--- config.mk ---
export PLATFORM = sky130hd
export DESIGN_NAME = dfm_result_reader_flat
export DESIGN_NICKNAME = d
export VERILOG_FILES = /design/src/rtl/dfm_result_reader_if.sv /design/src/rtl/dfm_result_reader.sv /design/src/flat_wrapper.sv
export SDC_FILE = /design/constraint.sdc
export NUM_CORES = 1
export LEC_CHECK = 0
export ABC_AREA = 0
export CORE_ASPECT_RATIO = 1.2
export CORE_MARGIN = 1
export CORE_UTILIZATION = 30
export CTS_CLUSTER_DIAMETER = 100
export DETAILED_ROUTE_END_ITERATION = 8
export GPL_TIMING_DRIVEN = 0
export PLACE_DENSITY = 0.5
export SETUP_SLACK_MARGIN = 0.1
export SLEW_MARGIN = 5
export SYNTH_ARGS = -nofsm -noshare
export SYNTH_HDL_FRONTEND = slang
export SYNTH_SLANG_ARGS = --single-unit
--- constraint.sdc ---
create_clock -name clk_i -period 9.9 [get_ports clk_i]
set_input_delay 1.98 -clock clk_i [delete_from_list [all_inputs] [get_ports clk_i]]
set_output_delay 1.98 -clock clk_i [all_outputs]
set_load 0.03 [all_outputs]
--- src/rtl/dfm_result_reader_if.sv ---
// Read-only AXI4-Lite channel bundle (AR + R) between the interconnect and the result reader.
interface dfm_result_reader_if;
  logic [3:0]  s_axi_araddr;
  logic        s_axi_arvalid;
  logic        s_axi_arready;
  logic [31:0] s_axi_rdata;
  logic [1:0]  s_axi_rresp;
  logic        s_axi_rvalid;
  logic        s_axi_rready;

  modport master (
    output s_axi_araddr,
    output s_axi_arvalid,
    input  s_axi_arready,
    input  s_axi_rdata,
    input  s_axi_rresp,
    input  s_axi_rvalid,
    output s_axi_rready
  );

  modport slave (
    input  s_axi_araddr,
    input  s_axi_arvalid,
    output s_axi_arready,
    output s_axi_rdata,
    output s_axi_rresp,
    output s_axi_rvalid,
    input  s_axi_rready
  );
endinterface

--- src/rtl/dfm_result_reader.sv ---
// Buffers 64-bit {ref_sum, sig_sum} measurement results in a FIFO and serves them
// over a read-only AXI4-Lite slave; irq_o stays high while results are pending.
module dfm_result_reader #(
  parameter int unsigned FIFO_DEPTH = 8,
  parameter logic [31:0] ID_VALUE   = 32'h4446_4D31
) (
  input  logic                      clk_i,
  input  logic                      rst_i,
  input  logic                      reg_wr_en_i,
  input  logic [63:0]               reg_wr_data_i,
  dfm_result_reader_if.slave        axi,
  output logic                      irq_o
);

  localparam int unsigned PTR_W = $clog2(FIFO_DEPTH);
  localparam int unsigned CNT_W = PTR_W + 1;
  localparam logic [CNT_W-1:0] DEPTH_C = CNT_W'(FIFO_DEPTH);

  localparam logic [1:0] A_STATUS = 2'd0;
  localparam logic [1:0] A_SIG    = 2'd1;
  localparam logic [1:0] A_REF    = 2'd2;
  localparam logic [1:0] A_ID     = 2'd3;

  localparam logic [1:0] RESP_OKAY   = 2'b00;
  localparam logic [1:0] RESP_SLVERR = 2'b10;

  typedef enum logic {
    S_IDLE = 1'b0,
    S_RESP = 1'b1
  } state_t;

  function automatic logic [31:0] pack_status(input logic [CNT_W-1:0] cnt,
                                              input logic             empty,
                                              input logic             full,
                                              input logic             ovf);
    pack_status = {21'd0, ovf, full, empty, 8'(cnt)};
  endfunction

  logic [63:0]      mem_q [FIFO_DEPTH];
  logic [PTR_W-1:0] wr_ptr_q, wr_ptr_d;
  logic [PTR_W-1:0] rd_ptr_q, rd_ptr_d;
  logic [CNT_W-1:0] count_q, count_d;
  logic             ovf_q, ovf_d;
  logic             irq_q;

  state_t           state_q, state_d;
  logic             arready_q;
  logic             rvalid_q;
  logic [31:0]      rdata_q, rdata_d;
  logic [1:0]       rresp_q, rresp_d;

  logic             fifo_empty;
  logic             fifo_full;
  logic [63:0]      head;
  logic [1:0]       rd_sel;
  logic             ar_hs;
  logic             r_hs;
  logic             pop;
  logic             push;
  logic             ovf_evt;
  logic             status_rd;
  logic             unused_addr_lsb;

  assign fifo_empty = (count_q == '0);
  assign fifo_full  = (count_q == DEPTH_C);
  assign head       = mem_q[rd_ptr_q];
  assign rd_sel     = axi.s_axi_araddr[3:2];
  assign ar_hs      = axi.s_axi_arvalid & arready_q;
  assign r_hs       = rvalid_q & axi.s_axi_rready;

  // Byte-lane bits of the address carry no meaning for 32-bit registers.
  assign unused_addr_lsb = ^axi.s_axi_araddr[1:0];

  // A REF read pops only if there is something to pop; an empty read is SLVERR instead.
  assign pop       = ar_hs & (rd_sel == A_REF) & ~fifo_empty;
  assign status_rd = ar_hs & (rd_sel == A_STATUS);
  // A same-cycle pop frees the slot, so a push into a full FIFO still lands.
  assign push      = reg_wr_en_i & (~fifo_full | pop);
  assign ovf_evt   = reg_wr_en_i & fifo_full & ~pop;

  always_comb begin
    wr_ptr_d = wr_ptr_q;
    rd_ptr_d = rd_ptr_q;
    count_d  = count_q;
    if (push) begin
      wr_ptr_d = wr_ptr_q + 1'b1;
    end
    if (pop) begin
      rd_ptr_d = rd_ptr_q + 1'b1;
    end
    unique case ({push, pop})
      2'b10:   count_d = count_q + 1'b1;
      2'b01:   count_d = count_q - 1'b1;
      default: count_d = count_q;
    endcase
    // A new overflow beats the clear-on-read of the same cycle.
    ovf_d = (ovf_q & ~status_rd) | ovf_evt;
  end

  always_comb begin
    rdata_d = rdata_q;
    rresp_d = rresp_q;
    if (ar_hs) begin
      rresp_d = RESP_OKAY;
      unique case (rd_sel)
        A_STATUS: rdata_d = pack_status(count_q, fifo_empty, fifo_full, ovf_q);
        A_SIG: begin
          if (fifo_empty) begin
            rdata_d = '0;
            rresp_d = RESP_SLVERR;
          end else begin
            rdata_d = head[31:0];
          end
        end
        A_REF: begin
          if (fifo_empty) begin
            rdata_d = '0;
            rresp_d = RESP_SLVERR;
          end else begin
            rdata_d = head[63:32];
          end
        end
        A_ID:     rdata_d = ID_VALUE;
        default:  rdata_d = '0;
      endcase
    end
  end

  always_comb begin
    state_d = state_q;
    unique case (state_q)
      S_IDLE: if (ar_hs) state_d = S_RESP;
      S_RESP: if (r_hs)  state_d = S_IDLE;
      default:           state_d = S_IDLE;
    endcase
  end

  // Result storage carries no reset; validity comes from the pointers and count.
  always_ff @(posedge clk_i) begin
    if (push) begin
      mem_q[wr_ptr_q] <= reg_wr_data_i;
    end
  end

  always_ff @(posedge clk_i) begin
    if (rst_i) begin
      wr_ptr_q  <= '0;
      rd_ptr_q  <= '0;
      count_q   <= '0;
      ovf_q     <= 1'b0;
      irq_q     <= 1'b0;
      state_q   <= S_IDLE;
      arready_q <= 1'b0;
      rvalid_q  <= 1'b0;
      rdata_q   <= '0;
      rresp_q   <= RESP_OKAY;
    end else begin
      wr_ptr_q  <= wr_ptr_d;
      rd_ptr_q  <= rd_ptr_d;
      count_q   <= count_d;
      ovf_q     <= ovf_d;
      irq_q     <= (count_d != '0);
      state_q   <= state_d;
      arready_q <= (state_d == S_IDLE);
      rvalid_q  <= (state_d == S_RESP);
      rdata_q   <= rdata_d;
      rresp_q   <= rresp_d;
    end
  end

  assign axi.s_axi_arready = arready_q;
  assign axi.s_axi_rvalid  = rvalid_q;
  assign axi.s_axi_rdata   = rdata_q;
  assign axi.s_axi_rresp   = rresp_q;
  assign irq_o             = irq_q;

endmodule

--- src/flat_wrapper.sv ---
// flat-port wrapper written by rule: the top's interface ports become plain ports
module dfm_result_reader_flat 
#(
  parameter int unsigned FIFO_DEPTH = 8,
  parameter logic [31:0] ID_VALUE   = 32'h4446_4D31
)
  (clk_i, rst_i, reg_wr_en_i, reg_wr_data_i, irq_o, axi_s_axi_araddr, axi_s_axi_arvalid, axi_s_axi_arready, axi_s_axi_rdata, axi_s_axi_rresp, axi_s_axi_rvalid, axi_s_axi_rready);
  dfm_result_reader_if axi_i ();
  input  logic clk_i;
  input  logic rst_i;
  input  logic reg_wr_en_i;
  input  logic [63:0] reg_wr_data_i;
  output logic irq_o;
  input wire logic [$bits(axi_i.s_axi_araddr)-1:0] axi_s_axi_araddr;
  input wire logic [$bits(axi_i.s_axi_arvalid)-1:0] axi_s_axi_arvalid;
  output wire logic [$bits(axi_i.s_axi_arready)-1:0] axi_s_axi_arready;
  output wire logic [$bits(axi_i.s_axi_rdata)-1:0] axi_s_axi_rdata;
  output wire logic [$bits(axi_i.s_axi_rresp)-1:0] axi_s_axi_rresp;
  output wire logic [$bits(axi_i.s_axi_rvalid)-1:0] axi_s_axi_rvalid;
  input wire logic [$bits(axi_i.s_axi_rready)-1:0] axi_s_axi_rready;
  assign axi_i.s_axi_araddr = axi_s_axi_araddr;
  assign axi_i.s_axi_arvalid = axi_s_axi_arvalid;
  assign axi_s_axi_arready = axi_i.s_axi_arready;
  assign axi_s_axi_rdata = axi_i.s_axi_rdata;
  assign axi_s_axi_rresp = axi_i.s_axi_rresp;
  assign axi_s_axi_rvalid = axi_i.s_axi_rvalid;
  assign axi_i.s_axi_rready = axi_s_axi_rready;
  dfm_result_reader #(.FIFO_DEPTH(FIFO_DEPTH), .ID_VALUE(ID_VALUE)) u_core (.clk_i(clk_i), .rst_i(rst_i), .reg_wr_en_i(reg_wr_en_i), .reg_wr_data_i(reg_wr_data_i), .axi(axi_i), .irq_o(irq_o));
endmodule
== Word-level counts from Yosys, hierarchy flattened ==
Memories as Yosys holds them, arrays and structs flattened. A register that Yosys moved wholly into a read port is not among the register bits.
Index checks and enable logic that the tools add are counted.
Storage, ports and cells
  register bits: 48
  RAM bits: 512
  output and inout port bits: 37
  word-level logic and storage cells: 54
  memories: 1
Cells by class
  $add $sub $neg: 4
  equal/unequal tests: 6
  multiplexer cells: 13
  bitwise gates (word level): 17
  reductions and logical operators: 4
Memory list
  u_core.mem_q: words 8, bits a word 64, read ports 1, clocked after Yosys merged registers in 1, write ports 1, line dfm_result_reader.sv:39  | logic [63:0] mem_q [FIFO_DEPTH];
Operator list (count)
  case mux 32 bit (4 select lines): 1
  two-way mux 32 bit: 2
  AND 1 bit: 9
  case mux 4 bit (2 select lines): 1
  adder 3 x 1 -> 3 bit (second input constant): 2
  == test 2 bit (second input constant): 3
  two-way mux 3 bit: 2
  inverter 1 bit: 6
  adder 4 x 1 -> 4 bit (second input constant): 1
  == test 2 x 1 -> 1 bit (second input constant): 2
  == test 4 bit (second input constant): 1
  zero test 4 bit: 1
  two-way mux 1 bit: 4
  two-way mux 2 bit: 2
  nonzero test 4 bit: 1
  subtractor 4 x 1 -> 4 bit (second input constant): 1
  zero test 2 bit: 1
  OR 1 bit: 2
  case mux 1 bit (2 select lines): 1
  OR reduction 2 bit: 1

== Longest topological paths before layout ==
  depth in word-level cells: 8
  gate-level depth with buffers: 13

== Least setup slack after synthesis ==
OpenSTA, ideal clock, no wires.
  kind: in2reg
  start: in axi_s_axi_araddr[2]
  end: mem u_core.mem_q[0][0], enable pin
  setup time: 644 ps
  data arrival time: 8975 ps
  data required time: 9256 ps
  path slack: 281 ps
  stages on the path: 6
  path buffers: 0
  cell sequence: inv_1 ha_1 nand3_1 a31oi_1 inv_1 nor4_1
On the way
  word-level cells in the longest chain between the ends: 7
Ends and longest elaborated chain
  start: declaration: line flat_wrapper.sv:14  | input wire logic [$bits(axi_i.s_axi_araddr)-1:0] axi_s_axi_araddr;
  == test 2 bit: line dfm_result_reader.sv:75  | assign pop = ar_hs & (rd_sel == A_REF) & ~fifo_empty;
  AND 1 bit (2 in a row): line dfm_result_reader.sv:75
  OR 1 bit: line dfm_result_reader.sv:78  | assign push = reg_wr_en_i & (~fifo_full | pop);
  AND 1 bit: line dfm_result_reader.sv:78
  two-way mux 1 bit: line dfm_result_reader.sv:140  | if (push) begin
  two-way mux 1 bit (not written as such): line dfm_result_reader.sv:141  | mem_q[wr_ptr_q] <= reg_wr_data_i;
  end: declaration: line dfm_result_reader.sv:39
Every way passes these cells.

== Worst setup path in the final report ==
  start: in axi_s_axi_araddr[2]
  end: reg u_core.irq_q, in the netlist u_core.irq_o
On the way
  word-level cells in the longest chain between the ends: 8
  elaborated cells between the ends (all ways): 9
  those cells by class: 3 x eq/ne; 1 x mux; 4 x bitwise; 1 x reduce/logical
Ends and longest elaborated chain
  == test 2 bit *: line dfm_result_reader.sv:75
  AND 1 bit * (2 in a row): line dfm_result_reader.sv:75
  OR 1 bit: line dfm_result_reader.sv:78
  AND 1 bit: line dfm_result_reader.sv:78
  == test 2 x 1 -> 1 bit or == test 2 bit (tied branches): line dfm_result_reader.sv:91  | unique case ({push, pop})
  case mux 4 bit (2 select lines) *: line dfm_result_reader.sv:91
  nonzero test 4 bit *: line dfm_result_reader.sv:162  | irq_q <= (count_d != '0);
  end signal: assignment: line dfm_result_reader.sv:162
  end: declaration: line dfm_result_reader.sv:44  | logic irq_q;
Every way passes the cells marked *; elsewhere a longest branch is shown, timed or not.
A chain may end at the register's enable or synchronous reset.

==> summary.txt <==
Run status
  – Status: finished, final reports clean

Timing
  – Worst max-slew margin expressed relative to the limit: 29.2%
  – Worst slack on hold paths: 0.471 ns
  – Tightest Pin Transition: 1.06 ns
  – Max Freq: 202 MHz
  – Minimum clock period: 4.94 ns
  – Clock tree skew after final layout: 0.0136 ns
  – Final hold viol count: 0
  – Share of the clock period used by the worst path: 49.9%
  – Fin. max-slew vios: 0
  – Unrepaired setup endpoints after global routing: no
  – # setup viols final: 0

Power
  – Peak supply drop: 0.157 mV
  – Areal power density over the cells: 196 nW/um2
  – Static power due to leakage: 8.24 nW
  – Post-route total power: 0.00515 W

Logic synthesis
  – Synthesized area divided by synthesized cell count: 20.4 um2
  – FFs w/ async S/R, synth: 0%
  – Synthesis-stage register bit count: 562
  – Commonest register cell after synthesis: sky130_fd_sc_hd__edfxtp_1
  – Most area-consuming cells after synthesis: sky130_fd_sc_hd__edfxtp_1 72%, sky130_fd_sc_hd__mux4_2 11%, sky130_fd_sc_hd__dfxtp_1 4.7%
  – Share of synthesized area occupied by flip-flops and latches: 76.6%
  – Portion of synthesized cell area occupied by the leading cell type: 71.9%
  – Cell taking the most area after synthesis: sky130_fd_sc_hd__edfxtp_1
  – Post-synth EDFFs: 512
  – Number of synthesis warnings: 0
  – Most numerous cell in the Yosys netlist: sky130_fd_sc_hd__edfxtp_1
  – Gate count of the mapped netlist: 1048
  – Summed instance area of the synthesized netlist: 21400 um2
  – Cell types with the highest counts after synthesis: 512 x sky130_fd_sc_hd__edfxtp_1, 109 x sky130_fd_sc_hd__mux4_2, 56 x sky130_fd_sc_hd__nand2_1, 50 x sky130_fd_sc_hd__dfxtp_1, 44 x sky130_fd_sc_hd__mux2i_1
  – Synthesized Nets: 1130
  – Unique masters post-synth: 41

Global route
  – Total routing resource utilization after global routing: 14.9%
  – Total grt overflow: 0
  – Number of global-route vias before repair: 11300
  – Number of antenna violations at the first check in global routing: 3
  – Largest net degree at the start of global routing: 24
  – Global-route wire length before repair: 77800 um

Critical path
  – First element of the critical path: axi_s_axi_araddr[2]
  – Source of the worst register-to-register timing path: u_core.count_q[3]$_SDFF_PP0_
  – CP Cell Sequence: clkdlybuf4s50_1, inv_1, ha_1, nand3_1, a31oi_1, inv_1, ha_1, xor2_1, ha_1, a21oi_1, xor2_1, or3_1, a21oi_1, or4_1
  – Arrival @ worst endpoint: 5.42 ns
  – Endpoint of the worst register-to-register path: u_core.irq_o$_SDFF_PP0_
  – Register-to-Register Setup Slack: 6.68 ns
  – Worst setup EP type: register
  – Data required time at the worst endpoint: 10.38 ns
  – Cell seen most often among critical-path stages: sky130_fd_sc_hd__ha_1
  – Slowest CP cell: sky130_fd_sc_hd__or4_1
  – Peak fanout along the critical path: 7
  – Critical path launch point type: input port
  – Number of cell instances on the worst register-to-register path: 11
  – Highest cell delay on the worst timing path: 0.53 ns
  – Class of the most critical setup path: input port to register

Detailed routing
  – ANT nets after route: 0
  – Routed wire per std cell: 23.9 um
  – Post-detailed-routing wire length: 53500 um
  – Pre-Repair DR Iteration Count: 5
  – DRC Markers: 0
  – Via count normalized by instance count: 4.78
  – Total via count after detailed routing: 10700
  – Count of routing violations after the opening detailed-route iteration: 764

Placement
  – Routability-driven placement congestion ratio: 0.718
  – HPWL after detailed placement: 36400 um
  – Number of I/O port buffers: 105

Clock network
  – # hold bufs at CTS: 0
  – Number of gates given a new drive strength after cts: 0
  – Total clock sinks: 562
  – Bufs on Longest Clock Path: 3
  – Clock buffers created by TritonCTS: 59
  – H-tree levels: 2
  – Number of setup buffers added after CTS: 0
  – Clk slew on worst S/H paths: 0.06 ns
  – Clock tree from TritonCTS: done
  – CTS Root Buffer Type: sky130_fd_sc_hd__clkbuf_16
  – Worst skew pair latency: 0.61 ns

Worst hold path
  – Worst-case hold path end point: u_core.axi.s_axi_rresp[1]$_SDFFE_PP0N_
  – Critical hold path startpoint: u_core.axi.s_axi_rresp[1]$_SDFFE_PP0N_
  – WHS Path Cells: 2
  – Type of the most critical hold path: register to register

Finish
  – Number of filler instances in the final layout: 6421
  – Number of nets in the layout: 1352
  – Layout cells sized above 1: 25.6%
  – Synth-to-Final Area Change: 22.5%

Floorplanning
  – Row cnt: 106
  – Core region area: 70200 um2
  – I/O Pins: 110
  – Overall die height: 295 um
  – Overall die width: 246 um
  – Overall die area: 72400 um2
  – Starting Density: 30.5%

Job
  – Number of max-cap violations: 0
[layer usage]
| layer | part of all wire (%) | GRT usage (%) | vias up |
|---|---|---|---|
| met5 | 0.069 | 0 | - |
| met4 | 1.8 | 4.09 | 6 |
| met3 | 4.4 | 2.37 | 78 |
| met2 | 50 | 25.5 | 230 |
| met1 | 43 | 19.6 | 5637 |
| li1 | - | - | 4764 |
[cells by family (layout without fill, tap and decap cells)]
group                      after synthesis  after routing  synth area share [%]
DFF                                    562            562                  76.6
buffers and inverters                   59            332                  1.34
muxes                                  195            195                  15.7
AOI/OAI and AO/OA                      103            103                  3.11
and+or+nand+nor                        112            112                  2.42
adders and majority gates                9              9                 0.526
xor gates and xnor gates                 7              7                 0.287
other                                    1              2                0.0175
[power breakdown]
group	total [W]	internal [W]	switching [W]
Clock	0.00223	0.00133	0.000904
Combinational	0.000250	0.000109	0.000142
Sequential	0.00267	0.00265	0.0000172
[critical path: cells and delay by family]
kind	cells	cell delay, ns
AO/OA/AOI/OAI	3	0.62
AND/OR/NAND/NOR	3	0.79
XOR/XNOR	2	0.34
buffers and inverters	3	0.86
adder cells (fa/ha/maj)	3	0.83
[final cells by class]
cell class              instances  area, um2  area share [%]
well taps                     918       1150            4.38
clock buffers                  90       1720            6.58
multi-input cells             427       4780            18.2
flip-flops and latches        562      16400            62.5
diodes                          1       2.50         0.00955
plain buffers                  55        272            1.04
repair buffers                161       1640            6.27
clock inverters                22        249           0.950
inverters                       4       15.0          0.0573
[worst max path at each step]
stage,to,cells after the start,slack (ns)
after global placement,u_core.mem_q[0][55]$_DFFE_PP_,7,-7.86
after global routing,u_core.irq_o$_SDFF_PP0_,14,4.66
after detailed placement,u_core.mem_q[0][55]$_DFFE_PP_,11,4.30
after floorplan,u_core.mem_q[0][0]$_DFFE_PP_,6,0.28
final,u_core.irq_o$_SDFF_PP0_,14,4.96
after CTS,u_core.mem_q[0][55]$_DFFE_PP_,11,4.93
[cells in the final DEF, fill, tap and decap left out, types with 3 or more instances in the layout]
cell type | netlist | final
sky130_fd_sc_hd__a21oi_1 | 28 | 28
sky130_fd_sc_hd__a22oi_1 | 25 | 25
sky130_fd_sc_hd__and2_1 | 3 | 3
sky130_fd_sc_hd__buf_1 | 5 | 5
sky130_fd_sc_hd__buf_12 | 0 | 8
sky130_fd_sc_hd__buf_2 | 15 | 15
sky130_fd_sc_hd__buf_4 | 12 | 47
sky130_fd_sc_hd__buf_6 | 0 | 10
sky130_fd_sc_hd__bufinv_16 | 0 | 5
sky130_fd_sc_hd__clkbuf_1 | 22 | 41
sky130_fd_sc_hd__clkbuf_16 | 0 | 60
sky130_fd_sc_hd__clkbuf_8 | 0 | 11
sky130_fd_sc_hd__clkdlybuf4s50_1 | 0 | 105
sky130_fd_sc_hd__clkinv_1 | 0 | 3
sky130_fd_sc_hd__clkinv_2 | 0 | 11
sky130_fd_sc_hd__dfxtp_1 | 50 | 50
sky130_fd_sc_hd__edfxtp_1 | 512 | 512
sky130_fd_sc_hd__ha_1 | 9 | 9
sky130_fd_sc_hd__inv_1 | 4 | 4
sky130_fd_sc_hd__mux2_2 | 42 | 42
sky130_fd_sc_hd__mux2i_1 | 44 | 44
sky130_fd_sc_hd__mux4_2 | 109 | 109
sky130_fd_sc_hd__nand2_1 | 56 | 56
sky130_fd_sc_hd__nand2b_1 | 5 | 5
sky130_fd_sc_hd__nand3_1 | 6 | 6
sky130_fd_sc_hd__nor2_1 | 17 | 14
sky130_fd_sc_hd__nor2_4 | 0 | 3
sky130_fd_sc_hd__nor2b_1 | 4 | 4
sky130_fd_sc_hd__nor3_1 | 9 | 5
sky130_fd_sc_hd__nor3_2 | 0 | 4
sky130_fd_sc_hd__o21ai_0 | 14 | 14
sky130_fd_sc_hd__o221ai_1 | 11 | 11
sky130_fd_sc_hd__o22ai_1 | 20 | 20
sky130_fd_sc_hd__xor2_1 | 5 | 5
[flip-flops by register name, summed over array words and instances (netlist names), named ones only]
signal	flops
u_core.irq_o	1
u_core.state_q	1
u_core.axi.s_axi_rresp	1
u_core.wr_ptr_q	3
u_core.mem_q	512
u_core.ovf_q	1
u_core.rd_ptr_q	3
u_core.axi.s_axi_rdata	32
u_core.count_q	4
u_core.axi.s_axi_arready	1
[through the flow]
stage	std cells	instance area [um2]	util (%)	setup slack, ns	TNS, ns
floorplan	1048	21400	-	0.281	0
global placement	2071	23600	33.6	-7.86	-1638.90
detailed placement	2127	24200	34.5	4.30	0
CTS	2239	26200	37.4	4.93	0
global route	2239	26200	37.4	4.66	0
finish	2240	26200	37.4	4.96	0
(Power assumes the default switching activity.)
